<file path="src/rtl/mem_arb_pkg.sv">
// Purpose : shared types and defaults for the main memory arbiter slice.
// Latency : n/a (declarations only).
// Backpressure: n/a.
package mem_arb_pkg;

   typedef enum logic [1:0] {
      ARB  = 2'd0,
      OWN0 = 2'd1,
      OWN1 = 2'd2
   } arb_state_t;

   localparam int REQ_CPU       = 0;
   localparam int REQ_LDR       = 1;
   localparam int DATA_W_DEF    = 32;
   localparam int ADDR_W_DEF    = 8;
   localparam int BURST_MAX_DEF = 4;

endpackage

</file>
<file path="src/rtl/rr_pick2.sv">
// Purpose : 2-way round-robin picker; on a tie the requester that was not served last wins.
// Latency : purely combinational.
// Backpressure: none; grant follows request in the same cycle.
// Ports   : req[1:0] requests, last = index served most recently, gnt[1:0] one-hot grant.
module rr_pick2 (
   input  logic [1:0] req,
   input  logic       last,
   output logic [1:0] gnt
);

   always_comb begin
      gnt = 2'b00;
      if (req[0] && (!req[1] || last)) begin
         gnt = 2'b01;
      end else if (req[1]) begin
         gnt = 2'b10;
      end
   end

endmodule

</file>
<file path="src/rtl/main_mem_arbiter.sv">
// Purpose : shares single-port main memory between cpu (req 0) and loader (req 1), RR + bounded lock.
// Latency : grant/memory strobe combinational; read data valid 1 cycle after accepted read.
// Backpressure: requester holds req until gnt; a locked owner is cut off after BURST_MAX grants.
// Ports   : clk/rst (sync, active-high); per requester req/we/addr/wdata/lock in, gnt/rvalid/rdata out;
//           mem_en/mem_we/mem_addr/mem_wdata to the memory, mem_rdata back from it.
module main_mem_arbiter
   import mem_arb_pkg::*;
#(
   parameter int DATA_W    = DATA_W_DEF,
   parameter int ADDR_W    = ADDR_W_DEF,
   parameter int BURST_MAX = BURST_MAX_DEF
) (
   input  logic              clk,
   input  logic              rst,
   input  logic              req0,
   input  logic              we0,
   input  logic [ADDR_W-1:0] addr0,
   input  logic [DATA_W-1:0] wdata0,
   input  logic              lock0,
   output logic              gnt0,
   output logic              rvalid0,
   output logic [DATA_W-1:0] rdata0,
   input  logic              req1,
   input  logic              we1,
   input  logic [ADDR_W-1:0] addr1,
   input  logic [DATA_W-1:0] wdata1,
   input  logic              lock1,
   output logic              gnt1,
   output logic              rvalid1,
   output logic [DATA_W-1:0] rdata1,
   output logic              mem_en,
   output logic              mem_we,
   output logic [ADDR_W-1:0] mem_addr,
   output logic [DATA_W-1:0] mem_wdata,
   input  logic [DATA_W-1:0] mem_rdata
);

   localparam int CNT_W = $clog2(BURST_MAX + 1);

   arb_state_t       state, state_nxt;
   logic             last, last_nxt;
   logic [CNT_W-1:0] burst_cnt, burst_cnt_nxt;
   logic [CNT_W-1:0] cnt_sat;
   logic [1:0]       rr_gnt;
   logic [1:0]       gnt_v;
   logic             owned;
   logic             sel;
   logic             lock_sel;
   logic             other_req;
   logic             rvalid0_q, rvalid1_q;

   rr_pick2 u_pick (
      .req  ({req1, req0}),
      .last (last),
      .gnt  (rr_gnt)
   );

   // Owner keeps the port only while it is still requesting; otherwise fall
   // through to plain round-robin in the same cycle.
   assign owned = (state == OWN0 && req0) || (state == OWN1 && req1);
   assign cnt_sat = (burst_cnt == CNT_W'(BURST_MAX)) ? burst_cnt : burst_cnt + CNT_W'(1);

   always_comb begin
      gnt_v         = 2'b00;
      state_nxt     = state;
      last_nxt      = last;
      burst_cnt_nxt = burst_cnt;
      sel           = 1'b0;
      lock_sel      = 1'b0;
      other_req     = 1'b0;

      if (state == OWN0 && req0) begin
         gnt_v = 2'b01;
      end else if (state == OWN1 && req1) begin
         gnt_v = 2'b10;
      end else begin
         gnt_v = rr_gnt;
      end
      if (rst) begin
         gnt_v = 2'b00;
      end

      sel       = gnt_v[1];
      lock_sel  = sel ? lock1 : lock0;
      other_req = sel ? req0 : req1;

      if (|gnt_v) begin
         last_nxt = sel;
         if (owned) begin
            // cnt_sat includes the grant being accepted now, so the owner
            // gets exactly BURST_MAX consecutive grants while the other waits.
            if (lock_sel && (cnt_sat < CNT_W'(BURST_MAX) || !other_req)) begin
               burst_cnt_nxt = cnt_sat;
            end else begin
               state_nxt     = ARB;
               burst_cnt_nxt = '0;
            end
         end else if (lock_sel) begin
            state_nxt     = sel ? OWN1 : OWN0;
            burst_cnt_nxt = CNT_W'(1);
         end else begin
            state_nxt     = ARB;
            burst_cnt_nxt = '0;
         end
      end else begin
         state_nxt     = ARB;
         burst_cnt_nxt = '0;
      end
   end

   always_ff @(posedge clk) begin
      if (rst) begin
         state     <= ARB;
         last      <= 1'b1;
         burst_cnt <= '0;
         rvalid0_q <= 1'b0;
         rvalid1_q <= 1'b0;
      end else begin
         state     <= state_nxt;
         last      <= last_nxt;
         burst_cnt <= burst_cnt_nxt;
         rvalid0_q <= gnt_v[0] & ~we0;
         rvalid1_q <= gnt_v[1] & ~we1;
      end
   end

   assign gnt0 = gnt_v[0];
   assign gnt1 = gnt_v[1];

   // A read accepted just before reset would otherwise surface its pulse
   // during the reset cycle.
   assign rvalid0 = rvalid0_q & ~rst;
   assign rvalid1 = rvalid1_q & ~rst;
   assign rdata0  = mem_rdata;
   assign rdata1  = mem_rdata;

   assign mem_en    = |gnt_v;
   assign mem_we    = gnt_v[0] ? we0    : (gnt_v[1] ? we1    : 1'b0);
   assign mem_addr  = gnt_v[0] ? addr0  : (gnt_v[1] ? addr1  : '0);
   assign mem_wdata = gnt_v[0] ? wdata0 : (gnt_v[1] ? wdata1 : '0);

endmodule
</file>
<file path="config.mk">
export PLATFORM = sky130hd
export DESIGN_NAME = main_mem_arbiter
export DESIGN_NICKNAME = d
export VERILOG_FILES = /design/src/rtl/mem_arb_pkg.sv /design/src/rtl/rr_pick2.sv /design/src/rtl/main_mem_arbiter.sv
export SDC_FILE = /design/constraint.sdc
export NUM_CORES = 1
export LEC_CHECK = 0
export BUFFER_PORTS_ARGS = -buffer_cell sky130_fd_sc_hd__buf_2
export CELL_PAD_IN_SITES_DETAIL_PLACEMENT = 0
export CELL_PAD_IN_SITES_GLOBAL_PLACEMENT = 1
export CORE_ASPECT_RATIO = 2
export CORE_MARGIN = 5
export CORE_UTILIZATION = 20
export CTS_CLUSTER_SIZE = 8
export DETAILED_ROUTE_END_ITERATION = 16
export HOLD_SLACK_MARGIN = 0.15
export PLACE_DENSITY = 0.95
export SLEW_MARGIN = 20
export SYNTH_ARGS = -nofsm -noshare
export SYNTH_HDL_FRONTEND = slang
export SYNTH_HIERARCHICAL = 1
export SYNTH_SLANG_ARGS = --single-unit
</file>
<file path="constraint.sdc">
create_clock -name clk -period 2.9 [get_ports clk]
set_input_delay 0.145 -clock clk [delete_from_list [all_inputs] [get_ports clk]]
set_output_delay 0.145 -clock clk [all_outputs]
set_load 0.005 [all_outputs]
</file>
# Word-level counts from Yosys, hierarchy flattened
# Index checks and enable logic that the tools add are counted.
dict set report op_classes {
  bitwise 8
  n_addsub 1
  n_eq_ne 4
  n_reduce_logical 11
  order_cmp 1
  multipliers 0
  mux 21
  shifts 0
  div_mod_pow 0
}
# op n
set ops {}
lappend ops {{2-to-1 mux 32 bit} 2}
lappend ops {{2-to-1 mux 2 bit} 9}
lappend ops {{2-to-1 mux 8 bit} 2}
lappend ops {{2-to-1 mux 3 bit} 3}
lappend ops {{2-to-1 mux 1 bit} 5}
lappend ops {{AND 1 bit} 4}
lappend ops {{logical AND 1 bit} 4}
lappend ops {{inverter 1 bit} 4}
lappend ops {{OR reduction 2 bit} 2}
lappend ops {{adder 3 x 1 -> 3 bit, second input constant} 1}
lappend ops {{== test 3 bit, second input constant} 1}
lappend ops {{logical OR 1 bit} 3}
lappend ops {{less-than comparator 3 bit, second input constant} 1}
lappend ops {{== test 2 x 1 -> 1 bit, second input constant} 1}
lappend ops {{== test 2 bit, second input constant} 1}
lappend ops {{zero test 1 bit} 2}
lappend ops {{!= test 2 bit, second input constant} 1}
dict set report word_totals {
  reg_bits 8
  mem_count 0
  out_inout_bits 110
  latchBits 0
  wordCells 51
  rom_bits 0
  ram_bits 0
  in_bits 120
}

# Depth between registers and ports, before layout
dict set report logic_depth {
  word_depth 13
  ltp_mapped 9
  mapped_depth_nobuf 7
}

# By module
# The synthesis kept the hierarchy.
# mod n_inst area_per_inst_um2 cells_each seq_area_each_um2
set modules_own_cells {}
lappend modules_own_cells {main_mem_arbiter 1 1710.4 264 160.2}
lappend modules_own_cells {rr_pick2 1 18.8 3 0.0}

# Worst setup path after synthesis
# No wires, ideal clock.
dict set report synth_path {
  path_type {register to output}
  from {register last}
  to {output mem_wdata[10]}
  path_stages_with_launch 10
  setup_slack_ps 1305
  n_path_buf 2
  arrival_ps 1450
  required_time_ps 2755
  path_cell_list {dfxtp_1 > inv_1 > a21boi_1 > a21oi_1 > a2bb2oi_2 > nor2_2 > buf_6 > buf_2 > nand2_1 > o21ai_1}
}
dict set report synth_between {
  elab_cells_between_ends 8
  cone_classes {mux: 6; reduce/logical: 2}
}
# item line_no
set synth_lines {}
lappend synth_lines {{start, declared} main_mem_arbiter.sv:41} ;# logic last, last_nxt;
lappend synth_lines {{start signal, assigned} main_mem_arbiter.sv:120} ;# last <= last_nxt;
lappend synth_lines {{logical OR 1 bit} rr_pick2.sv:13} ;# if (req[0] && (!req[1] || last)) begin
lappend synth_lines {{logical AND 1 bit} rr_pick2.sv:13}
lappend synth_lines {{2-to-1 mux 2 bit} rr_pick2.sv:13}
lappend synth_lines {{named net rr_gnt[0]} main_mem_arbiter.sv:44} ;# logic [1:0] rr_gnt;
lappend synth_lines {{2-to-1 mux 2 bit} main_mem_arbiter.sv:74} ;# end else if (state == OWN1 && req1) begin
lappend synth_lines {{2-to-1 mux 2 bit} main_mem_arbiter.sv:72} ;# if (state == OWN0 && req0) begin
lappend synth_lines {{2-to-1 mux 2 bit} main_mem_arbiter.sv:79} ;# if (rst) begin
lappend synth_lines {{named net gnt0} main_mem_arbiter.sv:20} ;# output logic gnt0,
lappend synth_lines {{2-to-1 mux 32 bit} main_mem_arbiter.sv:140} ;# assign mem_wdata = gnt_v[0] ? wdata0 : (gnt_v[1] ? wdata1 : '0);
lappend synth_lines {{end, declared} main_mem_arbiter.sv:34} ;# output logic [DATA_W-1:0] mem_wdata,
# The timed path passes the listed nets, and every way through them passes these cells.

# Worst setup path after layout
dict set report layout_path {
  from {register last}
  to {output mem_wdata[11]}
}
dict set report layout_between {
  elab_cells_between_ends 8
  cone_classes {mux: 6; reduce/logical: 2}
}
# item line_no
set layout_lines {}
lappend layout_lines {{logical OR 1 bit} rr_pick2.sv:13}
lappend layout_lines {{logical AND 1 bit} rr_pick2.sv:13}
lappend layout_lines {{2-to-1 mux 2 bit} rr_pick2.sv:13}
lappend layout_lines {{named net rr_gnt[0]} main_mem_arbiter.sv:44}
lappend layout_lines {{2-to-1 mux 2 bit} main_mem_arbiter.sv:74}
lappend layout_lines {{2-to-1 mux 2 bit} main_mem_arbiter.sv:72}
lappend layout_lines {{2-to-1 mux 2 bit} main_mem_arbiter.sv:79}
lappend layout_lines {{2-to-1 mux 32 bit} main_mem_arbiter.sv:140}
# The timed path passes the listed nets, and every way through them passes these cells.

==> metrics list <==
* Run status: finished, final reports clean
* Max Clock Freq: 398.6 MHz
- Final hold violation count: 0
- In this run the core area contains 48 standard-cell rows.
* Most frequent cells after synthesis: nand2_1, buf_4, o21ai_1
- The total count of max-transition violations in the final report came to 0.
* Final-layout setup total negative slack: 0 ns
- The worst setup path is of the register to output port kind.
* Main area contributors after synthesis: buf_4, nand2_1, o21ai_2, dfxtp_1, o21ai_1
- DRT Wirelength: 6398 um
- Count leader, synth: nand2_1
- The most critical setup path has its startpoint at last.
- In the routed layout, each cell is associated on average with a via count of 4.437.
- The initial antenna violation count was 8.
- For the pin with the worst max-slew slack, the measured transition is 0.6774 ns.
* Net Count, Synth: 389
* Proportion of synthesized chip area in sequential cells: 9.262%
* Clock tree from TritonCTS: built
* Max-cap check violation count: 0
- The first detailed-routing pass took 4 iterations.
- Met1 global-route usage: 7.666%
- Clock transition at the register clock pins on the worst setup and hold paths after CTS: 0.04 ns
* GR Util met2: 19.85%
* Initial standard-cell utilization of the core: 20.28%
* Met3 demand-to-capacity share in global routing: 4.752%
* Global-route wire length before repair: 8811 um
- Number of DRC violations after detailed routing: 0
- # clock sinks: 8
- Number of buffers inserted during clock tree synthesis: 3
* CTS Buffer Depth: 2
- Worst Hold Class: input port to register
- Final Net Count: 459
* Total leakage power: 1.081 nW
* IR drop worst, VDD: 0.3355 mV
- The core region is 8528 sq um.
- Layout cell share with drive strength beyond 1: 51.34%
- Area growth from synthesis to layout: 21.42%
- Cell at the root of the clock tree: clkbuf_16
* Overflow left after global routing: 0
- The congestion estimate from routability-driven global placement came to 0.7122.
- Between clock sinks in the finished design, the worst skew comes to 0.002920 ns.
- Post-synthesis sequential element count: 8
- The biggest area contributor in the post-synthesis netlist is buf_4.
- The die covers 10720 sq um.
- The die is 75.75 um wide.
- Number of instances in the synthesized netlist: 267
- Initial DRC count: 38
- In this run the worst path has a maximum fanout of 32.
* Hold Path Origin: lock1
- Die Span Y: 141.5 um
* Placed wire-length estimate: 5525 um
- Unrepaired setup endpoints after global routing: false
* Power per cell area: 309.1 nW/um^2
- Number of flops mapped to enable cells by yosys: 0
- GRT Max-Usage Layer: met2
* Arr. time, crit path: 2.36 ns
- 0 antenna diodes ended up in the layout.
- The worst pin sits at a relative slew slack of 54.73%.
* Most common flop cell mapped by yosys: dfxtp_1
- Dividing the detail-routed wire length by the instance count gives 14.71 um.
- Fraction of registers with async set or reset after synthesis: 0%
- Final Core Density: 24.62%
- At the worst endpoint, the required time is 2.76 ns.
- Count of unique library cells instantiated by Yosys: 39
* Number of input and output port buffers inserted: 133
- Largest net degree at the start of global routing: 47
* Final setup violating endpoints: 0
- CTS built an H-tree with a depth of 1.
- Mean post-synth cell area: 6.476 sq um
- The via count of the first global-routing pass came to 1848.
- I/O pin count: 230
- Total of warnings raised by yosys: 6
* Synthesized cell area: 1729 sq um
- Via count: 1930
- FF-to-FF Start: last
- Subtracting the final worst setup slack from the clock period gives 2.509 ns.
- Critical Path Source Type: register
* Later-pin clock latency in the skew report: 0.23 ns
- All-layer global routing usage: 10.92%
- Share of the clock period used by the worst path after layout: 86.51%
- Once detail routing completed, the nets flagged for antenna violations numbered 0.
- The share of synthesized area in the top cell type comes to 29.96%.
- STA classifies the critical path endpoint as an output port.
cell usage in the layout (no fill, tap or decap), types with 2 or more instances in the layout:
cell / netlist / routed
a21oi_1: 5 / 5
buf_2: 3 / 133
buf_4: 69 / 7
clkbuf_16: 0 / 3
dfxtp_1: 8 / 8
dlygate4sd3_1: 0 / 2
ha_1: 2 / 2
inv_1: 5 / 5
mux2i_1: 2 / 2
nand2_1: 89 / 89
nor2_1: 4 / 4
nor2b_1: 4 / 4
nor3_1: 2 / 2
o21ai_0: 2 / 2
o21ai_1: 22 / 22
o21ai_2: 20 / 20
o311ai_1: 2 / 2
cell type report:
type | count | area, sq um
timing repair buffer | 143 | 758.2
multi-input combinational | 175 | 953.4
tap | 100 | 125.1
clock buffer | 3 | 75.07
inverter | 6 | 27.53
sequential | 8 | 160.2
fill | 967 | 6429
power by group:
group | switching [W] | leakage, nW | internal (W)
Clock | 0.0000559 | 0.0370 | 0.000178
Combinational | 0.000151 | 0.978 | 0.000142
Sequential | 0.00000553 | 0.0655 | 0.000116
Total | 0.000212 | 1.08 | 0.000437
per-stage QoR:
step	instance area, sq um	cells	worst slack [ns]	hold slack, ns	total power (W)
floorplan	1729	267	1.305	0.2174	0.0003531
global route	2100	435	0.1706	0.2031	0.0006948
detailed placement	2004	430	0.6217	0.2901	0.0004215
global placement	2004	430	0.7052	0.2901	0.0004149
CTS	2100	435	0.3514	0.1669	0.0006593
finish	2100	435	0.3913	0.1666	0.0006489
critical path, stage by stage, from the launching register on:
cell,delay (ns)
dfxtp_1,0.34
inv_1,0.05
a21boi_1,0.33
a21oi_1,0.11
a2bb2oi_2,0.18
nor2_4,0.55
buf_12,0.26
nand2_1,0.07
o21ai_1,0.07
buf_2,0.13
path summary, 6_finish.rpt:
kind / cells past startpoint / slack [ns] / endpoint
worst min-delay path: 3 / 0.17 / state[1]
worst max-delay path: 9 / 0.39 / mem_wdata[11]
worst max register to register: 7 / 1.21 / burst_cnt[1]
worst min register to register: 2 / 0.51 / last
logic make-up after synthesis:
group	synth area share [%]
buffers and inverters	35.89
AND/OR/NAND/NOR	25.91
adder cells (fa/ha/maj)	1.447
flip-flops	9.262
XOR/XNOR	0.5066
AO/OA/AOI/OAI	25.83
multiplexers	1.158
flip-flops by register name, indices dropped and copies added, names as in the netlist:
signal,cells
burst_cnt,3
last,1
rvalid0_q,1
rvalid1_q,1
state,2
what timing repair did:
action | 4_1_cts | 5_1_grt
setup buffers | 0 | 0
hold buffers | 2 | 0
hold endpoints to repair | 2 | 0
resized for setup | 0 | 0
layer usage:
layer / vias up / part of all wire, %
li1: 950 / -
met4: 16 / 9.5
met3: 73 / 14
met5: - / 1.4
met1: 800 / 27
met2: 91 / 48
(Power assumes the default switching activity.)
